## src/rtl/ydp_pkg.sv

```systemverilog
// Shared definitions for the ydp control sequencer: opcodes, ALU op codes,
// FSM state encoding and the decoded-control bundle.
package ydp_pkg;

  localparam logic [6:0] OP_R  = 7'h33;
  localparam logic [6:0] OP_I  = 7'h13;
  localparam logic [6:0] OP_LD = 7'h03;
  localparam logic [6:0] OP_S  = 7'h23;
  localparam logic [6:0] OP_SB = 7'h63;
  localparam logic [6:0] OP_UJ = 7'h6F;

  localparam logic [2:0] ALU_AND = 3'b000;
  localparam logic [2:0] ALU_OR  = 3'b001;
  localparam logic [2:0] ALU_ADD = 3'b010;
  localparam logic [2:0] ALU_SUB = 3'b110;
  localparam logic [2:0] ALU_SLT = 3'b111;

  typedef enum logic [2:0] {
    ST_IDLE   = 3'd0,
    ST_FETCH  = 3'd1,
    ST_DECODE = 3'd2,
    ST_EXEC   = 3'd3,
    ST_WB     = 3'd4,
    ST_HALT   = 3'd5
  } state_t;

  typedef struct packed {
    logic       reg_write;
    logic       alu_src;
    logic [2:0] alu_op;
    logic       mem_write;
    logic       legal;
  } ctrl_t;

endpackage

```

## src/rtl/ydp_ctrl_decode.sv

```systemverilog
// Combinational opcode/funct decode into the datapath control bundle.
// Unknown opcodes clear 'legal' and leave every write enable low.
module ydp_ctrl_decode
  import ydp_pkg::*;
(
  input  logic [6:0] opcode,
  input  logic [2:0] funct3,
  input  logic       funct7_5,
  output ctrl_t      ctrl
);

  always_comb begin
    ctrl = '{reg_write: 1'b0, alu_src: 1'b0, alu_op: ALU_ADD, mem_write: 1'b0, legal: 1'b1};
    case (opcode)
      OP_R: begin
        ctrl.reg_write = 1'b1;
        case (funct3)
          3'b000:  ctrl.alu_op = funct7_5 ? ALU_SUB : ALU_ADD;
          3'b111:  ctrl.alu_op = ALU_AND;
          3'b110:  ctrl.alu_op = ALU_OR;
          3'b010:  ctrl.alu_op = ALU_SLT;
          default: ctrl.alu_op = ALU_ADD;
        endcase
      end
      OP_I, OP_LD: begin
        ctrl.reg_write = 1'b1;
        ctrl.alu_src   = 1'b1;
      end
      OP_S: begin
        ctrl.alu_src   = 1'b1;
        ctrl.mem_write = 1'b1;
      end
      OP_SB:   ctrl.alu_op = ALU_SUB;
      OP_UJ:   ctrl.reg_write = 1'b1;
      default: ctrl.legal = 1'b0;
    endcase
  end

endmodule

```

## src/rtl/ydp_sequencer.sv

```systemverilog
// Four-clock-per-instruction control sequencer owning the PC register.
// Define YDP_BRANCH_EN to follow beq/jal targets; otherwise flow is straight-line.
module ydp_sequencer
  import ydp_pkg::*;
#(
  parameter logic [31:0] RESET_PC  = 32'h0000_0028,
  parameter logic [15:0] MAX_INSNS = 16'd0
) (
  input  logic        clk,
  input  logic        rst_n,
  input  logic        start,
  input  logic [31:0] ins,
  input  logic [31:0] pcp4,
  input  logic [31:0] branch,
  input  logic [31:0] jtarget,
  input  logic        zero,
  output logic [31:0] pc_in,
  output logic        reg_write,
  output logic        alu_src,
  output logic [2:0]  alu_op,
  output logic        mem_write,
  output logic        busy,
  output logic        halted,
  output logic        illegal,
  output logic [15:0] retired,
  output logic [2:0]  dbg_state
);

  state_t      state;
  ctrl_t       dec;
  logic        rw_q;
  logic        mw_q;
  logic [31:0] next_pc;
  logic [15:0] retired_inc;

  ydp_ctrl_decode u_decode (
    .opcode   (ins[6:0]),
    .funct3   (ins[14:12]),
    .funct7_5 (ins[30]),
    .ctrl     (dec)
  );

  logic unused_ins;
  assign unused_ins  = &{1'b0, ins[31], ins[29:15], ins[11:7]};
  assign dbg_state   = state;
  assign retired_inc = (retired == 16'hFFFF) ? retired : retired + 16'd1;

`ifdef YDP_BRANCH_EN
  logic is_sb_q;
  logic is_uj_q;
  logic zero_q;

  always_comb begin
    next_pc = pcp4;
    if (is_uj_q)                next_pc = jtarget;
    else if (is_sb_q && zero_q) next_pc = branch;
  end

  // Branch-type flags latched in DECODE, zero latched at the end of EXEC.
  always_ff @(posedge clk or negedge rst_n) begin
    if (!rst_n) begin
      is_sb_q <= 1'b0;
      is_uj_q <= 1'b0;
      zero_q  <= 1'b0;
    end else begin
      if (state == ST_DECODE) begin
        is_sb_q <= (ins[6:0] == OP_SB);
        is_uj_q <= (ins[6:0] == OP_UJ);
      end
      if (state == ST_EXEC) zero_q <= zero;
    end
  end
`else
  logic unused_branch;
  assign unused_branch = &{1'b0, branch, jtarget, zero};
  assign next_pc       = pcp4;
`endif

  always_ff @(posedge clk or negedge rst_n) begin
    if (!rst_n) begin
      state     <= ST_IDLE;
      pc_in     <= RESET_PC;
      reg_write <= 1'b0;
      alu_src   <= 1'b0;
      alu_op    <= ALU_ADD;
      mem_write <= 1'b0;
      busy      <= 1'b0;
      halted    <= 1'b0;
      illegal   <= 1'b0;
      retired   <= 16'd0;
      rw_q      <= 1'b0;
      mw_q      <= 1'b0;
    end else begin
      case (state)
        ST_IDLE, ST_HALT: begin
          if (start) begin
            state   <= ST_FETCH;
            pc_in   <= RESET_PC;
            retired <= 16'd0;
            illegal <= 1'b0;
            busy    <= 1'b1;
            halted  <= 1'b0;
          end
        end
        ST_FETCH: state <= ST_DECODE;
        ST_DECODE: begin
          if (dec.legal) begin
            state   <= ST_EXEC;
            alu_src <= dec.alu_src;
            alu_op  <= dec.alu_op;
            rw_q    <= dec.reg_write;
            mw_q    <= dec.mem_write;
          end else begin
            state   <= ST_HALT;
            illegal <= 1'b1;
            busy    <= 1'b0;
            halted  <= 1'b1;
          end
        end
        ST_EXEC: begin
          state     <= ST_WB;
          reg_write <= rw_q;
          mem_write <= mw_q;
        end
        ST_WB: begin
          reg_write <= 1'b0;
          mem_write <= 1'b0;
          pc_in     <= next_pc;
          retired   <= retired_inc;
          if (MAX_INSNS != 16'd0 && retired_inc == MAX_INSNS) begin
            state  <= ST_HALT;
            busy   <= 1'b0;
            halted <= 1'b1;
          end else begin
            state <= ST_FETCH;
          end
        end
        default: begin
          state <= ST_IDLE;
          busy  <= 1'b0;
        end
      endcase
    end
  end

endmodule
```

## config.mk

```make
export PLATFORM = sky130hd
export DESIGN_NAME = ydp_sequencer
export DESIGN_NICKNAME = d
export VERILOG_FILES = /design/src/rtl/ydp_pkg.sv /design/src/rtl/ydp_ctrl_decode.sv /design/src/rtl/ydp_sequencer.sv
export SDC_FILE = /design/constraint.sdc
export NUM_CORES = 1
export LEC_CHECK = 0
export ABC_AREA = 1
export BUFFER_PORTS_ARGS = -buffer_cell sky130_fd_sc_hd__clkbuf_2
export CORE_UTILIZATION = 30
export CTS_CLUSTER_SIZE = 24
export DETAILED_ROUTE_END_ITERATION = 7
export PLACE_DENSITY = 0.65
export SKIP_LAST_GASP = 1
export SLEW_MARGIN = 20
export SYNTH_ARGS = -nofsm -noshare
export SYNTH_HDL_FRONTEND = slang
export SYNTH_SLANG_ARGS = --single-unit
```

## constraint.sdc

```tcl
create_clock -name clk -period 1.78 [get_ports clk]
set_input_delay 0.445 -clock clk [delete_from_list [all_inputs] [get_ports clk]]
set_output_delay 0.445 -clock clk [all_outputs]
set_load 0.05 [all_outputs]
```

==> impl_metrics.ini, run 1 <==
[outcome]
outcome = completed

[worst_setup_path]
startpoint_type = flop
cp.required_ns = 1.33
crit_buf_inv = 1
end_kind = output port
max_stage_delay_ns = 0.52
critPathSlowestCell = dfrtp_1
critPathKind = flop to output port
worstPathArrival_ns = 1.19
crit_family = flip-flops
path_cells = clkbuf_2
crit_fanout = 8

[timing]
fin_skew_ns = 0.00780
hold_ws_ns = 0.103
finalSetupViolCount = 0
worst_slew_pin_slew_ns = 0.465
period_share_pct = 91.8
max_freq_mhz = 612
rsz0062_at_grt = yes
hold_violations = 0
slew_headroom_pct = 68.8
period_needed_ns = 1.63
final_max_slew_viol_count = 0

[detailed_routing]
wl_um = 6850
post_drt_via_cell_ratio = 4.37
avgRoutedWirePerCell_um = 11.2
drt_iter0_markers = 84
drc = 0
vias = 2675
drtAntennaViolNets = 0
firstDrtPassIters = 4

[power_and_ir_drop]
netSwitchingPower_w = 0.00313
intPower_w = 0.00311
vdd_drop_max_mv = 0.952
switching_share_pct = 50.2
power.share.clock_pct = 18.9
seqPwrFrac_pct = 33.2
combPwrFrac_pct = 47.9
power.density_nw_per_um2 = 1650
p_leak_nw = 2.07

[layout]
post-route-util_pct = 40.6
nets = 611
area_growth_pct = 30.7
drive_above_1_share_pct = 29.0
n_antenna_cell = 0

[yosys]
ys_seq_elements = 61
yosysTopAreaCell = dfrtp_1
yosysSeqAreaShare_pct = 53.0
syn-mean-instance-area_um2 = 7.90
yosys_warnings = 0
synth-edff-count = 0
synthDistinctLibCells = 29
async_reset_ff_share_pct = 100
synth.area.top_cells = dfrtp_1 50%, nand2_1 21%, nand3_1 4.5%
yosysMostFrequentCell = nand2_1
yosys.area.top_type_share_pct = 50.3
ys.flop_type = dfrtp_1
synth_top_cells_by_count = 165 x nand2_1, 58 x dfrtp_1, 27 x inv_1
netlist_area_um2 = 2890
syn_inst = 365
synth.net_count = 498

[placement]
port_buffers = 105
dp_hpwl_um = 5050
gp_congestion = 0.801

[floorplan]
rows = 35
die_y_um = 100
core-area_um2 = 9280
start_util_pct = 31.1
fp.dieW_um = 100
boundaryPins = 192
fp.dieArea_um2 = 10000

[clock_network]
clockBufferDepth = 2
cts_root_buffer = clkbuf_8
cts.sinks = 61
clkLatencyLatePin_ns = 0.33
cts_setup_buffers = 0
path_clk_slew_ns = 0.07
cts_tree = yes
cts_buffers = 9
htree_levels = 3

[global_routing]
antenna_found_initial = 0
grt_pass1_wl_um = 11400
grt_overflow = 0
first_global_vias = 2437
grt.total_usage_pct = 14.3
grt_start_max_net_pins = 62

[min_path]
hp-class = primary input to async pin

[job]
cap_viol_max_count = 0
-- cell usage in the layout (no fill, tap or decap), types with 2 or more instances in the layout --
master | Yosys | routed
nand2_1 | 165 | 164
clkbuf_2 | 0 | 105
dfrtp_1 | 58 | 56
inv_1 | 27 | 27
nand3_1 | 26 | 26
nor2_1 | 18 | 18
o21ai_0 | 14 | 14
o21ai_1 | 11 | 11
clkbuf_8 | 0 | 9
buf_4 | 1 | 8
nand4_1 | 6 | 6
nor3_1 | 4 | 4
o21bai_1 | 3 | 3
dfstp_2 | 3 | 3
clkinv_2 | 0 | 3
o22a_1 | 2 | 2
nor3_4 | 2 | 2
o211ai_1 | 2 | 2
a21oi_1 | 2 | 2
clkbuf_1 | 5 | 2
dfrtp_2 | 0 | 2
-- routing by layer --
metal	part of all wire [%]	GRT usage, %
met1	45	18.9
met3	5.6	3.62
met2	48	23.1
met4	0.92	4.68
met5	0	0
-- stage by stage --
step	instance area [µm²]	TNS (ns)	setup slack (ns)	total power (W)	instances
global placement	3590	0	0.177	0.00507	596
floorplan	2890	0	0.0367	0.00439	365
finish	3770	0	0.146	0.00624	612
detailed placement	3590	0	0.142	0.00512	596
global route	3770	-0.0134	-0.00827	0.00663	612
CTS	3770	0	0.126	0.00632	612
-- state kept, by name, summed over array words and instances, names as in the netlist, 3 cells and up --
name and cells:
pc_in 32, retired 16, alu_op 3, dbg_state 3
-- power by group through the flow --
stage | combinational, W | clock [W] | sequential (W)
floorplan | 0.000953 | 0 | 0.00344
global placement | 0.00299 | 0 | 0.00208
detailed placement | 0.00303 | 0 | 0.00209
CTS | 0.00303 | 0.00121 | 0.00208
global route | 0.00323 | 0.00127 | 0.00212
finish | 0.00299 | 0.00118 | 0.00207
-- timing repair --
action                                  in CTS  in global routing
endpoints found under the setup margin       0                 18
gates resized for setup                      0                  1
endpoints found under the hold margin        0                  0
hold buffers                                 0                  0
-- area by class of cell --
type,count,area (µm²)
clock buffers,11,131
clock inverters,5,52.6
fillers,1011,5510
inverters,28,105
multi-input cells,264,1180
flip-flops and latches,61,1530
well taps,129,161
repair buffers,114,606
-- logic make-up (layout without fill, tap and decap cells) --
group                      Yosys count  in the layout  synth area share, %
buffers and inverters               40            158                 6.03
DFF                                 61             61                 53.0
AOI/OAI and AO/OA                   37             37                 7.50
adders and majority gates            1              1                0.434
xor gates and xnor gates             2              2                0.607
and+or+nand+nor                    224            224                 32.4
-- worst register-to-register path: stages, from the launching register on --
cell and delay (ns):
dfrtp_1 0.42, nor2_1 0.07, nand2_1 0.18, clkinv_1 0.27, nand3_2 0.17, nand2_4 0.17
nand2_1 0.10, o21ai_1 0.07
-- worst paths after layout --
kind	start	cells after the start	end	slack [ns]
worst min-delay path	rst_n	2	retired[0]$_DFFE_PN0P_	0.10
max in group asynchronous	rst_n	2	pc_in[3]$_DFFE_PN1P_	1.33
worst min register to register	pc_in[7]$_DFFE_PN0P_	2	pc_in[7]$_DFFE_PN0P_	0.47
min in group clk	pcp4[7]	3	pc_in[7]$_DFFE_PN0P_	0.31
worst max-delay path	retired[7]$_DFFE_PN0P_	1	retired[7]	0.15
worst max register to register	dbg_state[0]$_DFFE_PN0P_	7	retired[1]$_DFFE_PN0P_	0.20
Note: power is estimated with default switching activity, not from simulation.
==> run 2: changes to the inputs <==
--- a/config.mk
+++ b/config.mk
@@ -10,9 +10,10 @@
 export CORE_UTILIZATION = 30
 export CTS_CLUSTER_SIZE = 24
 export DETAILED_ROUTE_END_ITERATION = 7
-export PLACE_DENSITY = 0.65
+export PLACE_DENSITY = 0.64
 export SKIP_LAST_GASP = 1
 export SLEW_MARGIN = 20
 export SYNTH_ARGS = -nofsm -noshare
 export SYNTH_HDL_FRONTEND = slang
+export SYNTH_HIERARCHICAL = 1
 export SYNTH_SLANG_ARGS = --single-unit
==> run 2 against run 1 <==
Routed wire length increased by 4.7%. Global-route usage increased by 0.49 points. Die area grew 5.5%. Clock-buffer cell count rose by 2. Flip-flop and latch count did not move. Sequential share of layout area decreased by 1.9 points. Synthesized cell count increased by 6.8%. Largest power group unchanged. Highest routed layer unchanged.
==> impl_metrics.ini, run 2 <==
[detailed_routing]
post_drt_via_cell_ratio = 4.38
avgRoutedWirePerCell_um = 11.2
vias = 2801
drt_iter0_markers = 96
wl_um = 7170
drtAntennaViolNets = 0
firstDrtPassIters = 4
drc = 0

[layout]
nets = 634
drive_above_1_share_pct = 31.6
layout_commonest_cell = nand2_1
largest_reg_flops = 32
top_register = pc_in
layoutNonFillerInstCount = 639
n_antenna_cell = 0
final_cell_mix = 175 x nand2_1, 105 x clkbuf_2, 56 x dfrtp_1, 30 x inv_1, 25 x nor2_1
fill_cells = 1063
area_growth_pct = 30.0
reg.largest.list = pc_in (32), retired (16)

[clock_network]
cts.sinks = 61
path_clk_slew_ns = 0.07
cts_buffers = 9
htree_levels = 3
clkLatencyLatePin_ns = 0.33
cts_setup_buffers = 0
clockBufferDepth = 2
cts_root_buffer = clkbuf_8
cts_tree = yes
cts_resized = 0
postCtsHoldBufs = 0

[worst_setup_path]
crit_buf_inv = 1
end_kind = flop
cp_common_cell = nand2_2
critPathSlowestCell = dfrtp_2
critPathKind = flop to flop
startpoint_type = flop
path_cells = ha_2, nand2_2, nor2_2, nand2_2, nor2_4, nand2_2, nand2_2, inv_1, nand2_1, nand2_1
worstPathArrival_ns = 1.81
cp.required_ns = 2.00
max_stage_delay_ns = 0.42
crit_family = simple AND/OR/NAND/NOR gates
crit_fanout = 7

[outcome]
outcome = completed

[yosys]
synth.net_count = 523
ys.flop_type = dfrtp_1
async_reset_ff_share_pct = 100
yosys.area_share.xor_xnor_pct = 0.287
yosys_warnings = 6
synth.area.top_cells = dfrtp_1 48%, nand2_1 22%, inv_1 3.7%
ys_seq_elements = 61
synth_top_family_by_area = simple AND/OR/NAND/NOR gates
yosysMostFrequentCell = nand2_1
synthSimpleGateAreaFrac_pct = 37.0
syn-mean-instance-area_um2 = 7.81
yosysSeqAreaShare_pct = 50.2
netlist_area_um2 = 3050
syn_inst = 390
yosysTopAreaCell = dfrtp_1
synth-edff-count = 0
synth_top_cells_by_count = 176 x nand2_1, 58 x dfrtp_1, 30 x inv_1
muxShareOfSynthArea_pct = 0
synth-compound-area-share_pct = 5.63
yosys.area.top_type_share_pct = 47.6
synthDistinctLibCells = 33
synth_fa_ha_area_share_pct = 0.411

[job]
cap_viol_max_count = 0

[global_routing]
grt_pass1_wl_um = 12200
first_global_vias = 2746
grt_overflow = 0
grt_start_max_net_pins = 62
grt.total_usage_pct = 14.8
antenna_found_initial = 0

[floorplan]
die_y_um = 103
rows = 36
core-area_um2 = 9820
fp.dieW_um = 103
start_util_pct = 31.0
boundaryPins = 192
fp.dieArea_um2 = 10600

[power_and_ir_drop]
netSwitchingPower_w = 0.00350
combPwrFrac_pct = 49.5
p_leak_nw = 2.14
vdd_drop_max_mv = 0.878
seqPwrFrac_pct = 31.8
intPower_w = 0.00342
power.density_nw_per_um2 = 1750
power.share.clock_pct = 18.7
switching_share_pct = 50.6

[placement]
dp_cells = 623
port_buffers = 105
dp_hpwl_um = 5220
gp_congestion = 0.802

[timing]
max_freq_mhz = 626
final_max_slew_viol_count = 0
period_needed_ns = 1.60
period_share_pct = 89.7
slew_headroom_pct = 77.6
finalSetupTns_ns = 0
rsz0062_at_grt = no
hold_violations = 0
finalSetupViolCount = 0
fin_skew_ns = 0.00907
worst_slew_pin_slew_ns = 0.336

[min_path]
hp-class = primary input to async pin
## run 2: cells by family (layout without fill, tap and decap cells)
logic type	count (synthesis)	count (layout)
buffers and inverters	42	158
adders and majority gates	1	1
and+or+nand+nor	257	257
xor gates and xnor gates	1	1
AOI/OAI and AO/OA	28	28
DFF	61	61
## run 2: worst paths after layout
kind / startpoint / endpoint / slack (ns) / cells past startpoint
setup / recovery: retired[0]$_DFFE_PN0P_ / retired[13]$_DFFE_PN0P_ / 0.18 / 10
hold / removal: rst_n / retired[3]$_DFFE_PN0P_ / 0.11 / 2
setup reg to reg: retired[0]$_DFFE_PN0P_ / retired[13]$_DFFE_PN0P_ / 0.18 / 10
hold reg to reg: alu_op[1]$_DFFE_PN1P_ / alu_op[1]$_DFFE_PN1P_ / 0.47 / 2
max in group asynchronous: rst_n / pc_in[5]$_DFFE_PN1P_ / 1.33 / 2
min in group clk: pcp4[31] / pc_in[31]$_DFFE_PN0P_ / 0.31 / 3
## run 2: cell type report
cell class | count | area, µm² | area share (%)
sequential | 61 | 1530 | 38.7
tap | 133 | 166 | 4.20
clock inverter | 3 | 42.5 | 1.07
multi-input combinational | 287 | 1330 | 33.6
clock buffer | 13 | 169 | 4.26
timing repair buffer | 109 | 593 | 15.0
inverter | 33 | 126 | 3.19
## run 2: layer usage
layer	vias to the layer above	track usage [%]	wire length [µm]	share of wire (%)
li1	1438	-	-	-
met1	1278	17.5	3230	45
met2	77	24.9	3390	47
met3	8	5.83	480	6.7
met4	0	4.44	68	0.95
met5	-	0	0	0
## run 2: worst reg2reg max path, delay by kind of cell (launching register included)
family	cells	cell delay, ns
fa+ha+maj	1	0.24
flops	1	0.42
buf+inv	1	0.09
simple gates	8	0.72
## run 2: power by group through the flow
stage / sequential, W / clock (W) / combinational [W]
floorplan: 0.00378 / 0 / 0.00108
global placement: 0.00221 / 0 / 0.00342
detailed placement: 0.00222 / 0 / 0.00346
CTS: 0.00221 / 0.00135 / 0.00346
global route: 0.00227 / 0.00141 / 0.00370
finish: 0.00220 / 0.00130 / 0.00342
## run 2: stage by stage
stage	util, %	worst slack, ns	hold slack, ns	total power, W	area (µm²)
final	40.3	0.183	0.109	0.00691	3960
after global routing	40.3	0.0228	0.132	0.00739	3960
after CTS	40.2	0.0984	0.123	0.00702	3950
after detailed placement	38.1	0.0701	0.461	0.00568	3740
after global placement	38.1	0.120	0.452	0.00563	3740
after floorplan	-	0.150	0.149	0.00485	3050
==> run 3: changes to the inputs <==
--- a/config.mk
+++ b/config.mk
@@ -7,6 +7,7 @@
 export LEC_CHECK = 0
 export ABC_AREA = 1
 export BUFFER_PORTS_ARGS = -buffer_cell sky130_fd_sc_hd__clkbuf_2
+export CORE_ASPECT_RATIO = 0.9
 export CORE_UTILIZATION = 30
 export CTS_CLUSTER_SIZE = 24
 export DETAILED_ROUTE_END_ITERATION = 7
==> run 3 against run 2 <==
Flip-flop and latch count stayed put. Register-to-register slack is essentially flat. Routed wire length is 1.4% higher. Cell count fell by 1.1%. Clock skew shrank 0.0036 ns. Highest routed layer unchanged.
==> impl_metrics.ini, run 3 (synthesized netlist as in run 2, its figures left out) <==
[outcome]
outcome = completed

[timing]
max_freq_mhz = 625
hold_violations = 0
setup_slack_ns = 0.180
rsz0062_at_grt = no
finalSetupTns_ns = 0
worst_slew_pin_slew_ns = 0.345
final_max_slew_viol_count = 0
finalSetupViolCount = 0
slew_headroom_pct = 77.0
period_needed_ns = 1.60
fin_skew_ns = 0.00548
period_share_pct = 89.9

[layout]
multi_input_area_um2 = 1330
nets = 634
top_register = pc_in
reg.largest.list = pc_in (32), retired (16)
drive_above_1_share_pct = 31.8
final_cell_mix = 175 x nand2_1, 105 x clkbuf_2, 56 x dfrtp_1, 30 x inv_1, 25 x nor2_1
n_antenna_cell = 0
area_growth_pct = 32.5
ff_latch_area_um2 = 1530
largest_reg_flops = 32
fill_cells = 1016
layout_commonest_cell = nand2_1

[detailed_routing]
vias = 2848
drt_iter0_markers = 81
firstDrtPassIters = 4
avgRoutedWirePerCell_um = 11.5
drtAntennaViolNets = 0
drc = 0
post_drt_via_cell_ratio = 4.51
wl_um = 7270

[power_and_ir_drop]
vdd_drop_max_mv = 1.09
p_leak_nw = 2.17
power.density_nw_per_um2 = 1820

[clock_network]
cts_resized = 0
cts_tree = yes
postCtsHoldBufs = 0
cts_setup_buffers = 0
clockBufferDepth = 2
clkLatencyLatePin_ns = 0.32
path_clk_slew_ns = 0.05
cts_root_buffer = clkbuf_16
htree_levels = 3
cts_buffers = 9
cts.sinks = 61

[global_routing]
first_global_vias = 2768
grt_start_max_net_pins = 62
grt_pass1_wl_um = 12400
grt_overflow = 0
antenna_found_initial = 0
grt.total_usage_pct = 14.8

[floorplan]
fp.dieW_um = 108
rows = 34
start_util_pct = 31.1
fp.dieArea_um2 = 10600
core-area_um2 = 9780
boundaryPins = 192
die_y_um = 97.6

[worst_setup_path]
worstPathArrival_ns = 1.15
crit_family = flip-flops
worst-path-stages = 1
end_kind = output port
startpoint_type = flop
max_stage_delay_ns = 0.50
crit_buf_inv = 1
critPathKind = flop to output port
reg2regPathDepth = 9
cp.required_ns = 1.33
critPathSlowestCell = dfrtp_1
path_cells = clkbuf_2
crit_fanout = 6

[placement]
dp_slack_ns = 0.0631
dp_hpwl_um = 5270
gp_congestion = 0.803
port_buffers = 105

[job]
cap_viol_max_count = 0

[min_path]
hp-class = primary input to async pin
## run 3: cell types whose count changed in the layout (fill, tap and decap cells not counted), sizes merged
cell,previous run,this run
clkbuf,118,115
clkinv,1,2
clkinvlp,1,3
## run 3: through the flow
step,instance area (µm²),std cells,utilization [%],hold WS (ns),total power [W]
final,4040,632,41.3,0.122,0.00735
after global placement,3730,616,38.1,0.455,0.00563
after floorplan,3050,390,-,0.149,0.00485
after detailed placement,3730,616,38.1,0.462,0.00568
after CTS,4030,632,41.2,0.146,0.00745
after global routing,4040,632,41.3,0.150,0.00778
## run 3: cell type report
cell class / instances / area share [%]
clock inverter: 6 / 1.55
sequential: 61 / 38.0
inverter: 33 / 3.13
timing repair buffer: 109 / 14.7
multi-input combinational: 287 / 32.8
tap: 126 / 3.90
clock buffer: 10 / 5.92
## run 3: path summary, 6_finish.rpt
path                                               start                       end  slack [ns]
min in group clk                                pcp4[27]     pc_in[27]$_DFFE_PN0P_        0.32
worst min register to register      pc_in[7]$_DFFE_PN0P_      pc_in[7]$_DFFE_PN0P_        0.47
worst min-delay path                               rst_n  dbg_state[1]$_DFFE_PN0P_        0.12
worst max-delay path            dbg_state[2]$_DFFE_PN0P_              dbg_state[2]        0.18
max in group asynchronous                          rst_n     alu_op[1]$_DFFE_PN1P_        1.32
worst max register to register    retired[0]$_DFFE_PN0P_   retired[11]$_DFFE_PN0P_        0.19
## run 3: power by group
group | total [W] | switching, W | internal [W]
Clock | 0.00173 | 0.000613 | 0.00111
Sequential | 0.00221 | 0.000326 | 0.00189
Combinational | 0.00341 | 0.00264 | 0.000768
Total | 0.00735 | 0.00358 | 0.00377
## run 3: routing by layer
layer,up-vias,GRT usage [%],wire length [µm]
li1,1441,-,-
met3,10,4.29,449
met2,86,24.4,3390
met4,0,4.64,77
met1,1311,18.5,3350
met5,-,0,0
